<file path="config.mk">
export PLATFORM = sky130hd
export DESIGN_NAME = logcap_cmd_sequencer
export DESIGN_NICKNAME = d
export VERILOG_FILES = /design/src/rtl/logcap_cmd_sequencer.sv
export SDC_FILE = /design/constraint.sdc
export NUM_CORES = 1
export LEC_CHECK = 0
export CORE_MARGIN = 2
export CORE_UTILIZATION = 45
export DETAILED_ROUTE_END_ITERATION = 10
export GPL_TIMING_DRIVEN = 0
export PLACE_DENSITY = 0.8
export SYNTH_ARGS = -nofsm -noshare
export SYNTH_HDL_FRONTEND = slang
export SYNTH_SLANG_ARGS = --single-unit
</file>
<file path="constraint.sdc">
create_clock -name clk -period 2.65 [get_ports clk]
set_clock_uncertainty 0.2 [all_clocks]
set_input_delay 0.6625 -clock clk [delete_from_list [all_inputs] [get_ports clk]]
set_output_delay 0.6625 -clock clk [all_outputs]
set_load 0.01 [all_outputs]
</file>
<file path="src/rtl/logcap_cmd_sequencer.sv">
// logcap_cmd_sequencer
// Takes one host request at a time and runs the LogicCaptureTop command
// handshake for it. The request command is strobed, the sequencer waits for
// the status ack, captures regOut, strobes CMD_ACK (0x08) and waits for the
// ack to drop. The captured word is then returned on the response port.
// A burst request (req_burst=1) repeats the command once per 8-byte word, and
// the host only has to consume the responses.
//
// Ports
//   clk, resetn                      clock, async active-low reset
//   req_valid/req_ready              host request handshake
//   req_cmd, req_data, req_burst     function code, {regIn7..0}, burst flag
//   rsp_valid/rsp_ready              host response handshake
//   rsp_data, rsp_last, rsp_error    {regOut7..0}, final response, error
//   command, commandStrobe, reg_in   command interface to LogicCaptureTop
//   reg_out, status                  read data and status from LogicCaptureTop
//   busy                             sequencer not idle
//
// state     | meaning
// IDLE      | waiting for a host request
// ISSUE     | strobing the latched command
// WAIT_ACK  | waiting for status ack to rise
// CAPTURE   | sampling reg_out into rsp_data
// ACKS      | strobing CMD_ACK
// WAIT_DROP | waiting for status ack to fall
// RESPOND   | presenting a response until the host takes it
module logcap_cmd_sequencer #(
  parameter int ACK_TIMEOUT = 1024,
  parameter int ACK_BIT     = 3,
  parameter int CMD_W       = 8
) (
  input  logic             clk,
  input  logic             resetn,
  input  logic             req_valid,
  output logic             req_ready,
  input  logic [CMD_W-1:0] req_cmd,
  input  logic [63:0]      req_data,
  input  logic             req_burst,
  output logic             rsp_valid,
  input  logic             rsp_ready,
  output logic [63:0]      rsp_data,
  output logic             rsp_last,
  output logic             rsp_error,
  output logic [CMD_W-1:0] command,
  output logic             commandStrobe,
  output logic [63:0]      reg_in,
  input  logic [63:0]      reg_out,
  input  logic [7:0]       status,
  output logic             busy
);

  typedef enum logic [2:0] {
    IDLE, ISSUE, WAIT_ACK, CAPTURE, ACKS, WAIT_DROP, RESPOND
  } state_t;

  localparam int CNT_W = $clog2(ACK_TIMEOUT + 1);
  localparam logic [CNT_W-1:0] CNT_LAST = CNT_W'(ACK_TIMEOUT - 1);
  localparam logic [CMD_W-1:0] CMD_NOP  = '0;
  localparam logic [CMD_W-1:0] CMD_ACK  = CMD_W'(8);

  state_t           state, nextState;
  logic [CMD_W-1:0] cmdLat, cmdLatNext, commandNext;
  logic             strobeNext;
  logic [28:0]      words, wordsNext, reqWords;
  logic [CNT_W-1:0] toCnt, toCntNext;
  logic [63:0]      regInNext, rspDataNext;
  logic             rspLastNext, rspErrNext;
  logic             cmdLegal, ackSeen, toHit;

  assign req_ready = (state == IDLE);
  assign busy      = (state != IDLE);
  assign rsp_valid = (state == RESPOND);

  assign cmdLegal = ((req_cmd >= CMD_W'(1)) && (req_cmd <= CMD_W'(7))) ||
                    (req_cmd == CMD_W'(9));
  assign reqWords = req_burst ? req_data[31:3] : 29'd1;
  assign ackSeen  = status[ACK_BIT];
  // The counter value is the number of wait cycles already spent, so the
  // cycle in which it equals ACK_TIMEOUT-1 is the ACK_TIMEOUT-th one.
  assign toHit    = (toCnt == CNT_LAST);

  always_ff @(posedge clk or negedge resetn) begin
    if (!resetn) begin
      state         <= IDLE;
      cmdLat        <= CMD_NOP;
      command       <= CMD_NOP;
      commandStrobe <= 1'b0;
      words         <= '0;
      toCnt         <= '0;
      reg_in        <= '0;
      rsp_data      <= '0;
      rsp_last      <= 1'b0;
      rsp_error     <= 1'b0;
    end else begin
      state         <= nextState;
      cmdLat        <= cmdLatNext;
      command       <= commandNext;
      commandStrobe <= strobeNext;
      words         <= wordsNext;
      toCnt         <= toCntNext;
      reg_in        <= regInNext;
      rsp_data      <= rspDataNext;
      rsp_last      <= rspLastNext;
      rsp_error     <= rspErrNext;
    end
  end

  always_comb begin
    nextState   = state;
    cmdLatNext  = cmdLat;
    commandNext = command;
    strobeNext  = 1'b0;
    wordsNext   = words;
    regInNext   = reg_in;
    rspDataNext = rsp_data;
    rspLastNext = rsp_last;
    rspErrNext  = rsp_error;

    case (state)
      IDLE: begin
        if (req_valid) begin
          cmdLatNext  = req_cmd;
          regInNext   = req_data;
          wordsNext   = reqWords;
          rspDataNext = '0;
          rspLastNext = 1'b0;
          rspErrNext  = 1'b0;
          if (!cmdLegal) begin
            nextState   = RESPOND;
            rspLastNext = 1'b1;
            rspErrNext  = 1'b1;
          end else if (reqWords == 29'd0) begin
            nextState   = RESPOND;
            rspLastNext = 1'b1;
          end else begin
            nextState = ISSUE;
          end
        end
      end
      ISSUE: nextState = WAIT_ACK;
      WAIT_ACK: begin
        if (ackSeen) begin
          nextState = CAPTURE;
        end else if (toHit) begin
          nextState   = RESPOND;
          rspDataNext = '0;
          rspLastNext = 1'b1;
          rspErrNext  = 1'b1;
        end
      end
      CAPTURE: begin
        rspDataNext = reg_out;
        nextState   = ACKS;
      end
      ACKS: nextState = WAIT_DROP;
      WAIT_DROP: begin
        if (!ackSeen) begin
          nextState   = RESPOND;
          rspLastNext = (words == 29'd1);
        end else if (toHit) begin
          nextState   = RESPOND;
          rspLastNext = 1'b1;
          rspErrNext  = 1'b1;
        end
      end
      RESPOND: begin
        if (rsp_ready) begin
          wordsNext = words - 29'd1;
          nextState = rsp_last ? IDLE : ISSUE;
        end
      end
      default: nextState = IDLE;
    endcase

    // Strobes are registered so command and commandStrobe change together;
    // command is only reloaded on a strobe and otherwise holds.
    if (nextState == ISSUE) begin
      commandNext = cmdLatNext;
      strobeNext  = 1'b1;
    end else if (nextState == ACKS) begin
      commandNext = CMD_ACK;
      strobeNext  = 1'b1;
    end

    if (nextState != state) begin
      toCntNext = '0;
    end else if ((state == WAIT_ACK) || (state == WAIT_DROP)) begin
      toCntNext = toCnt + 1'b1;
    end else begin
      toCntNext = toCnt;
    end
  end

endmodule

</file>
* Word level (Yosys, flattened, before mapping)
Cells that the tools add are included.
Widths: inputs -> output; s select.
** Storage, ports and cells
- Bits in registers :: 190
- Bits of input ports :: 149
- Output and inout bits :: 142
- Word-level logic and storage cells :: 85
** Cells by class
- $add $sub $neg :: 2
- $lt $le $gt $ge :: 2
- Equal/unequal tests :: 17
- Multiplexer cells :: 38
- Reduce and logical (&&, ||, !) cells :: 16
** Operator list (number)
- $mux 64 :: 3
- $pmux 64 s3 :: 1
- $mux 29 :: 3
- $pmux 29 s2 :: 1
- $mux 8 :: 4
- $eq 29x1->1 const B :: 1
- $logic_not 29->1 :: 1
- $sub 29x1->29 const B :: 1
- $mux 11 :: 2
- $mux 3 :: 7
- $pmux 3 s7 :: 1
- $mux 1 :: 14
- $eq 3x3->1 const B :: 4
- $add 11x1->11 const B :: 1
- $eq 11x10->1 const B :: 1
- $reduce_bool 3->1 :: 3
- $eq 8x4->1 const B :: 1
- $ge 8x1->1 const B :: 1
- $le 8x3->1 const B :: 1
- $ne 2x2->1 const B :: 4
- $reduce_and 4->1 :: 2
- $eq 3x1->1 const B :: 2
- $eq 3x2->1 const B :: 2
- $pmux 1 s3 :: 2
- other kinds (8) :: 12

* Depth between registers and ports, before layout
Gate-level depths: netlist of run 1.
- Depth in word-level cells :: 9
- Gate-level depth with buffers :: 9
- Gate-level depth less buffers :: 7

* Least setup slack after synthesis of run 1
Ideal clock, no wire load.
- Path kind :: in2reg
- Start point :: input req_burst
- End point :: register command[0]
- Library setup time :: 0.125 ns
- Data arrival time :: 2.160 ns
- Required time :: 2.325 ns
- Slack :: 0.166 ns
- Stages :: 7
- Path buffers :: 1
- Cells stage by stage :: buf_2 -> nor4b_1 -> nand3_1 -> o31ai_1 -> nand2_1 -> nand4_2 -> mux2_2
** On the way
- Longest elaborated chain between the ends :: 8
- Elaborated cells between the ends (all ways) :: 10
- Classes of those cells :: 2 x eq/ne; 6 x mux; 2 x reduce/logical
** Ends and longest elaborated chain
- from (decl) :: line 38 : input logic req_burst,
- $mux 29 (*) :: line 76 : assign reqWords = req_burst ? req_data[31:3] : 29'd1;
- $logic_not 29->1 (*) :: line 132 : end else if (reqWords == 29'd0) begin
- $mux 3 (*) :: line 132
- $mux 3 (*) :: line 128 : if (!cmdLegal) begin
- $mux 3 (*) :: line 121 : if (req_valid) begin
- $pmux 3 s7 (*) :: line 119 : case (state)
- $eq 3x1->1 / $eq 3x3->1 (equally long branches) :: line 177, 180
- $mux 8 / $reduce_bool 2->1 (equally long branches)
- to (signal assigned) :: line 97 : command <= commandNext;
- to (decl) :: line 44 : output logic [CMD_W-1:0] command,
Every way passes the cells marked *; elsewhere a longest branch is shown, timed or not.
A chain may end at the register's enable or synchronous reset.

* Final worst setup path of run 1
- Start point :: input req_data[16]
- End point :: register command[0]
** On the way
- Longest elaborated chain between the ends :: 8
- Elaborated cells between the ends (all ways) :: 10
- Classes of those cells :: 2 x eq/ne; 6 x mux; 2 x reduce/logical
** Ends and longest elaborated chain
- from (decl) :: line 37 : input logic [63:0] req_data,
- $mux 29 (*) :: line 76
- $logic_not 29->1 (*) :: line 132
- $mux 3 (*) :: line 132
- $mux 3 (*) :: line 128
- $mux 3 (*) :: line 121
- $pmux 3 s7 (*) :: line 119
- via nextState[0] :: line 61 : state_t state, nextState;
- $eq 3x1->1 / $eq 3x3->1 (equally long branches) :: line 177, 180
- $mux 8 / $reduce_bool 2->1 (equally long branches)
The timed path passes the listed nets; every way through them passes the cells marked *.

==> flow_summary.ini, run 1 <==
[status]
run_status = complete, but fails checks
violations = negative setup slack

[synthesis]
ys_async_sr_fraction = 1.00
avgSynthCellArea_um2 = 9.90
synthFlopType = dfrtp_1
ys_warn_count = 0
synth_fp_nets = 981
synth_top_area_frac = 0.579
synth_cells = 829
ys_seq_area_frac = 0.579
netlist_area_um2 = 8210
yosys.area.top_type = dfrtp_1
ys_ff_latch = 190
synth_area_leaders = dfrtp_1 58%, nand2_1 11%, a22o_1 6.8%, a21oi_1 2.3%, nor2_1 1.9%
synth_cell_types = 57
synth_edf_count = 0

[placement]
gp_congestion = 0.943
place_area_um2 = 11300
dp_hpwl_um = 18800
port_buffers = 281

[critical_path]
worst_setup_path_end_kind = flop
regToRegStartpoint = toCnt[0]
r2r-end = command[5]
startpoint_type = primary input
arrival_ns = 2.77
r2r_slack_ns = 0.15
crit_fanout = 5
path_class = in2reg
cp.required_ns = 2.77
reg2reg_depth = 7

[route]
drt-total-wl_um = 26000
vias = 7616
drt_pass1_iterations = 5
via_per_inst = 5.52
drtIter0Drc = 558
antenna_left = 0
wl_per_cell_um = 18.9
drc_errors = 0

[sta]
slew_viol_final = 0
worst_slew_pin_slew_ns = 0.763
min_period_ns = 2.66
fmax_mhz = 376
finalHoldViolCount = 0
tns_ns = -0.0174
relSlewSlack = 0.490
period_share = 1.00
finalWorstSetupSlack_ns = -0.00850
setup_viol_count_final = 4

[floorplan]
core_area_um2 = 17900
row_count = 49
die_area_um2 = 19300
pin_count = 291
die_width_um = 139
start_util = 0.458
die_h_um = 139

[finish]
drive_above_1_share = 0.0870
area_growth_pct = 48.6
finish.instance_area_um2 = 12200
antenna_cells = 0
fillers = 1416
fin_nets = 1289

[clock_tree]
path_clk_slew_ns = 0.07
cts_max_path_buffers = 2
cts_max_level = 4
cts.sinks = 190
cts_buffers = 17
cts_tree = done
cts_root_buf = clkbuf_16
clock_latency_ns = 0.43

[grt]
antenna_found_initial = 0
grt_max_degree = 99
overflow = 0
grt.total_usage = 0.269
grt_pass1_wl_um = 41400
grt_pass1_vias = 7479

[worst_hold_path]
holdCritPathClass = in2async

[run]
maxCapViolations = 0

[power_and_ir_drop]
powerDensity_nw_per_um2 = 1180
irDropWorstVdd_mv = 0.693
p_leak_uw = 0.00556
power_uw = 14400
[how the worst max path moves through the flow]
stage,startpoint,endpoint
floorplan,req_burst,command[0]
global placement,resetn,cmdLat[4]
detailed placement,req_data[10],command[7]
CTS,req_data[6],command[6]
global route,req_data[16],command[3]
finish,req_data[16],command[0]
[cell families after synthesis]
| group | Yosys count | share of synthesized area |
|---|---|---|
| AO/OA/AOI/OAI | 198 | 0.168 |
| XOR/XNOR | 10 | 0.0107 |
| adder cells (fa/ha/maj) | 3 | 0.00457 |
| buffers and inverters | 57 | 0.0297 |
| flip-flops | 190 | 0.579 |
| multiplexers | 9 | 0.0122 |
| AND/OR/NAND/NOR | 362 | 0.196 |
[flip-flops by register name, summed over array words and instances (netlist names)]
| signal | flops |
|---|---|
| cmdLat | 8 |
| command | 8 |
| commandStrobe | 1 |
| reg_in | 64 |
| rsp_data | 64 |
| rsp_error | 1 |
| rsp_last | 1 |
| state | 3 |
| toCnt | 11 |
| words | 29 |
[power breakdown]
group	internal, uW	leakage (uW)	switching (uW)	total [uW]
sequential	4210	0.00243	886	5100
combinational	3330	0.00284	3330	6670
clock	1450	0.000290	1200	2650
[synth_stat cells (5+ instances only)]
library cell	count
o21ai_1	18
xor2_1	5
nand2_1	244
and2_1	8
a22oi_1	9
a32oi_1	6
xnor2_1	5
a22o_1	64
inv_1	8
dfrtp_1	190
a21oi_1	38
nand2b_1	8
mux2_1	6
nor3_1	11
nor2_1	42
a31oi_1	5
clkbuf_1	27
o21ai_0	31
buf_2	21
nor4_1	10
nand3_1	9
[placed cells by master, fill, tap and decap left out, types with 9 or more instances in the layout]
master / n
a22o_1: 64
dfrtp_1: 189
clkdlybuf4s50_1: 270
a22oi_1: 9
nand3_1: 9
clkbuf_16: 17
buf_2: 21
o21ai_0: 30
nand2_1: 242
nor2_1: 41
a21oi_1: 38
clkbuf_1: 25
nor3_1: 9
o21ai_1: 18
[worst max-delay path, stage by stage]
cell             delay [ns]
clkdlybuf4s50_1        0.49
nor4_4                 0.37
a31oi_2                0.16
o31ai_4                0.31
buf_4                  0.18
o21ai_4                0.09
nand4_4                0.16
mux2_2                 0.34
[routing by layer]
layer | share of wire | global-route usage
met2 | 0.48 | 0.426
met3 | 0.074 | 0.0708
met1 | 0.42 | 0.366
met4 | 0.029 | 0.0851
met5 | 0 | 0
[layout make-up]
cell class,count,area [um2],share of cell area
timing repair buffer,288,2900,0.238
tap,229,287,0.0235
inverter,8,32.5,0.00267
clock inverter,14,174,0.0143
clock buffer,18,439,0.0360
multi-input combinational,583,3380,0.277
buffer,49,225,0.0185
sequential,190,4760,0.390
[repair_timing]
action | CTS | global route
pin swaps | 1 | 11
gates cloned | 1 | 0
setup buffers | 1 | 5
endpoints found under the setup margin | 57 | 75
hold buffers | 0 | 0
gates resized for setup | 26 | 19
[per-stage QoR]
step | hold slack [ns] | util | setup WS (ns) | cells
after detailed placement | 0.255 | 0.633 | -0.799 | 1340
final | 0.0214 | 0.681 | -0.00850 | 1379
after floorplan | 0.167 | - | 0.166 | 829
after CTS | 0.0613 | 0.674 | 0.00720 | 1374
after global placement | 0.247 | 0.632 | -7.27 | 1339
after global routing | 0.0769 | 0.681 | -0.0645 | 1379
Power figures use the tool's default switching activity.
==> inputs of run 2 (changes only) <==
--- a/config.mk
+++ b/config.mk
@@ -5,11 +5,13 @@
 export SDC_FILE = /design/constraint.sdc
 export NUM_CORES = 1
 export LEC_CHECK = 0
+export CELL_PAD_IN_SITES_DETAIL_PLACEMENT = 0
+export CELL_PAD_IN_SITES_GLOBAL_PLACEMENT = 1
 export CORE_MARGIN = 2
-export CORE_UTILIZATION = 45
+export CORE_UTILIZATION = 34
 export DETAILED_ROUTE_END_ITERATION = 10
 export GPL_TIMING_DRIVEN = 0
-export PLACE_DENSITY = 0.8
+export PLACE_DENSITY_LB_ADDON = 0.1
 export SYNTH_ARGS = -nofsm -noshare
 export SYNTH_HDL_FRONTEND = slang
 export SYNTH_SLANG_ARGS = --single-unit
==> constraint.sdc (replaced) <==
create_clock -name clk -period 2.65 [get_ports clk]
set_clock_uncertainty 0.2 [all_clocks]
set_input_delay 0.6625 -clock clk [delete_from_list [all_inputs] [get_ports clk]]
set_output_delay 0.6625 -clock clk [all_outputs]
set_load 0.05 [all_outputs]
==> run 2 against run 1 <==
Effect of this change: the run now ends clean; highest routed layer unchanged; core utilization fell by 16 points; largest cell class unchanged; power up 20%; fmax is 3.2% higher; via count shrank 3.4%; non-clock buffer count is 2 lower; register-to-register slack improved by 0.02 ns; clock power down 5%; sequential power shrank 1%.
==> flow_summary.ini, run 2 (synthesis results as in run 1) <==
[status]
run_status = complete, no violations

[sta]
rsz0062_at_grt = true
finalHoldViolCount = 0
relSlewSlack = 0.467
period_share = 0.972
setup_viol_count_final = 0
min_period_ns = 2.58
hold_slack_ns = 0.0467
slew_viol_final = 0
finalWorstSetupSlack_ns = 0.0748
worst_slew_pin_slew_ns = 0.797
fmax_mhz = 388

[finish]
drive_above_1_share = 0.0880
antenna_cells = 0
area_growth_pct = 49.1
fin_cells = 1467
final_common_cell = clkdlybuf4s50_1
fillers = 2245
finish.instance_area_um2 = 12200
fin_nets = 1287
final_cell_mix = 270 x clkdlybuf4s50_1, 242 x nand2_1, 189 x dfrtp_1
reg_top3 = reg_in (64), rsp_data (64), words (29)

[grt]
grt_max_degree = 116
grt.total_usage = 0.208
grt_pass1_vias = 7270
grt_pass1_wl_um = 41800
antenna_found_initial = 0
overflow = 0

[floorplan]
row_count = 56
pin_count = 291
start_util = 0.348
core_area_um2 = 23600
die_area_um2 = 25400
die_h_um = 159
die_width_um = 159

[clock_tree]
path_clk_slew_ns = 0.08
cts_buffers = 17
cts_tree = done
cts_root_buf = clkbuf_16
clock_latency_ns = 0.45
cts_max_level = 4
cts.sinks = 190
cts_max_path_buffers = 2

[route]
vias = 7360
wl_per_cell_um = 18.1
top_layer_used = met4
wl_met3_um = 1750
m1WireLength_um = 11800
drt_pass1_iterations = 4
dr_wl_met2_um = 12600
antenna_left = 0
via_per_inst = 5.02
drt-total-wl_um = 26600
drc_errors = 0
drtIter0Drc = 453

[power_and_ir_drop]
powerDensity_nw_per_um2 = 1410
irDropWorstVdd_mv = 0.565
p_leak_uw = 0.00553
power_uw = 17300

[placement]
dp.cells = 1431
dp_hpwl_um = 18800
place_ws_ns = -1.00
port_buffers = 281
gp_congestion = 0.810
place_area_um2 = 11500

[critical_path]
worst_setup_path_end_kind = flop
path_class = in2reg
crit_fanout = 5
cp.required_ns = 2.77
startpoint_type = primary input
arrival_ns = 2.70

[worst_hold_path]
holdCritPathClass = in2async

[run]
maxCapViolations = 0
run 2: changes by cell type in the layout (fill, tap and decap cells not counted), moves of 2 or more:
cell / change
dlygate4sd2_1: -2
bufinv_16: -2
clkinv_8: +2
buf_4: -2
clkinv_4: -2
inv_6: +2
clkinvlp_4: -2
clkinv_2: +3
run 2: layer usage:
layer,vias up,GRT usage
met3,29,0.0513
met5,-,0
met1,3592,0.282
met2,244,0.334
met4,0,0.0595
li1,3495,-
run 2: area by class of cell:
type / instances / area [um2] / share of cell area
Sequential cell: 190 / 4760 / 0.389
Multi-Input combinational cell: 583 / 3350 / 0.274
Timing Repair Buffer: 286 / 2900 / 0.237
Clock buffer: 17 / 425 / 0.0348
Tap cell: 319 / 399 / 0.0326
Buffer: 49 / 228 / 0.0186
Clock inverter: 15 / 146 / 0.0120
Inverter: 8 / 32.5 / 0.00266
run 2: path summary, 6_finish.rpt:
| kind | start | end | slack [ns] | cells after the start |
|---|---|---|---|---|
| setup / recovery | req_data[21] | command[0] | 0.07 | 7 |
| hold / removal | resetn | cmdLat[6] | 0.05 | 2 |
| setup reg to reg | words[10] | words[23] | 0.17 | 6 |
| hold reg to reg | cmdLat[5] | cmdLat[5] | 0.27 | 2 |
| max in group asynchronous | resetn | reg_in[5] | 1.37 | 3 |
| min in group clk | cmdLat[5] | cmdLat[5] | 0.27 | 2 |
run 2: stage by stage:
| stage | utilization | setup TNS, ns |
|---|---|---|
| finish | 0.518 | 0 |
| global route | 0.518 | -0.0887 |
| CTS | 0.514 | -0.0484 |
| detailed placement | 0.486 | -56.18 |
| global placement | 0.484 | -1541.72 |
| floorplan | - | 0 |
run 2: critical path: stages:
cell	delay, ns
clkdlybuf4s50_1	0.49
nor4_2	0.39
nand3_2	0.16
o31ai_4	0.29
nand2_2	0.17
nand4_4	0.18
mux2_2	0.35
run 2: what timing repair did:
item,4_1_cts,5_1_grt
endpoints found under the setup margin,80,22
pin swaps,3,4
hold buffers,0,0
cloned,0,1
setup buffers,0,3
gates resized for setup,31,22
run 2: report_power, final:
part	total [uW]	switching [uW]	internal, uW
combinational	9730	6440	3300
sequential	5030	819	4210
clock	2520	1270	1250
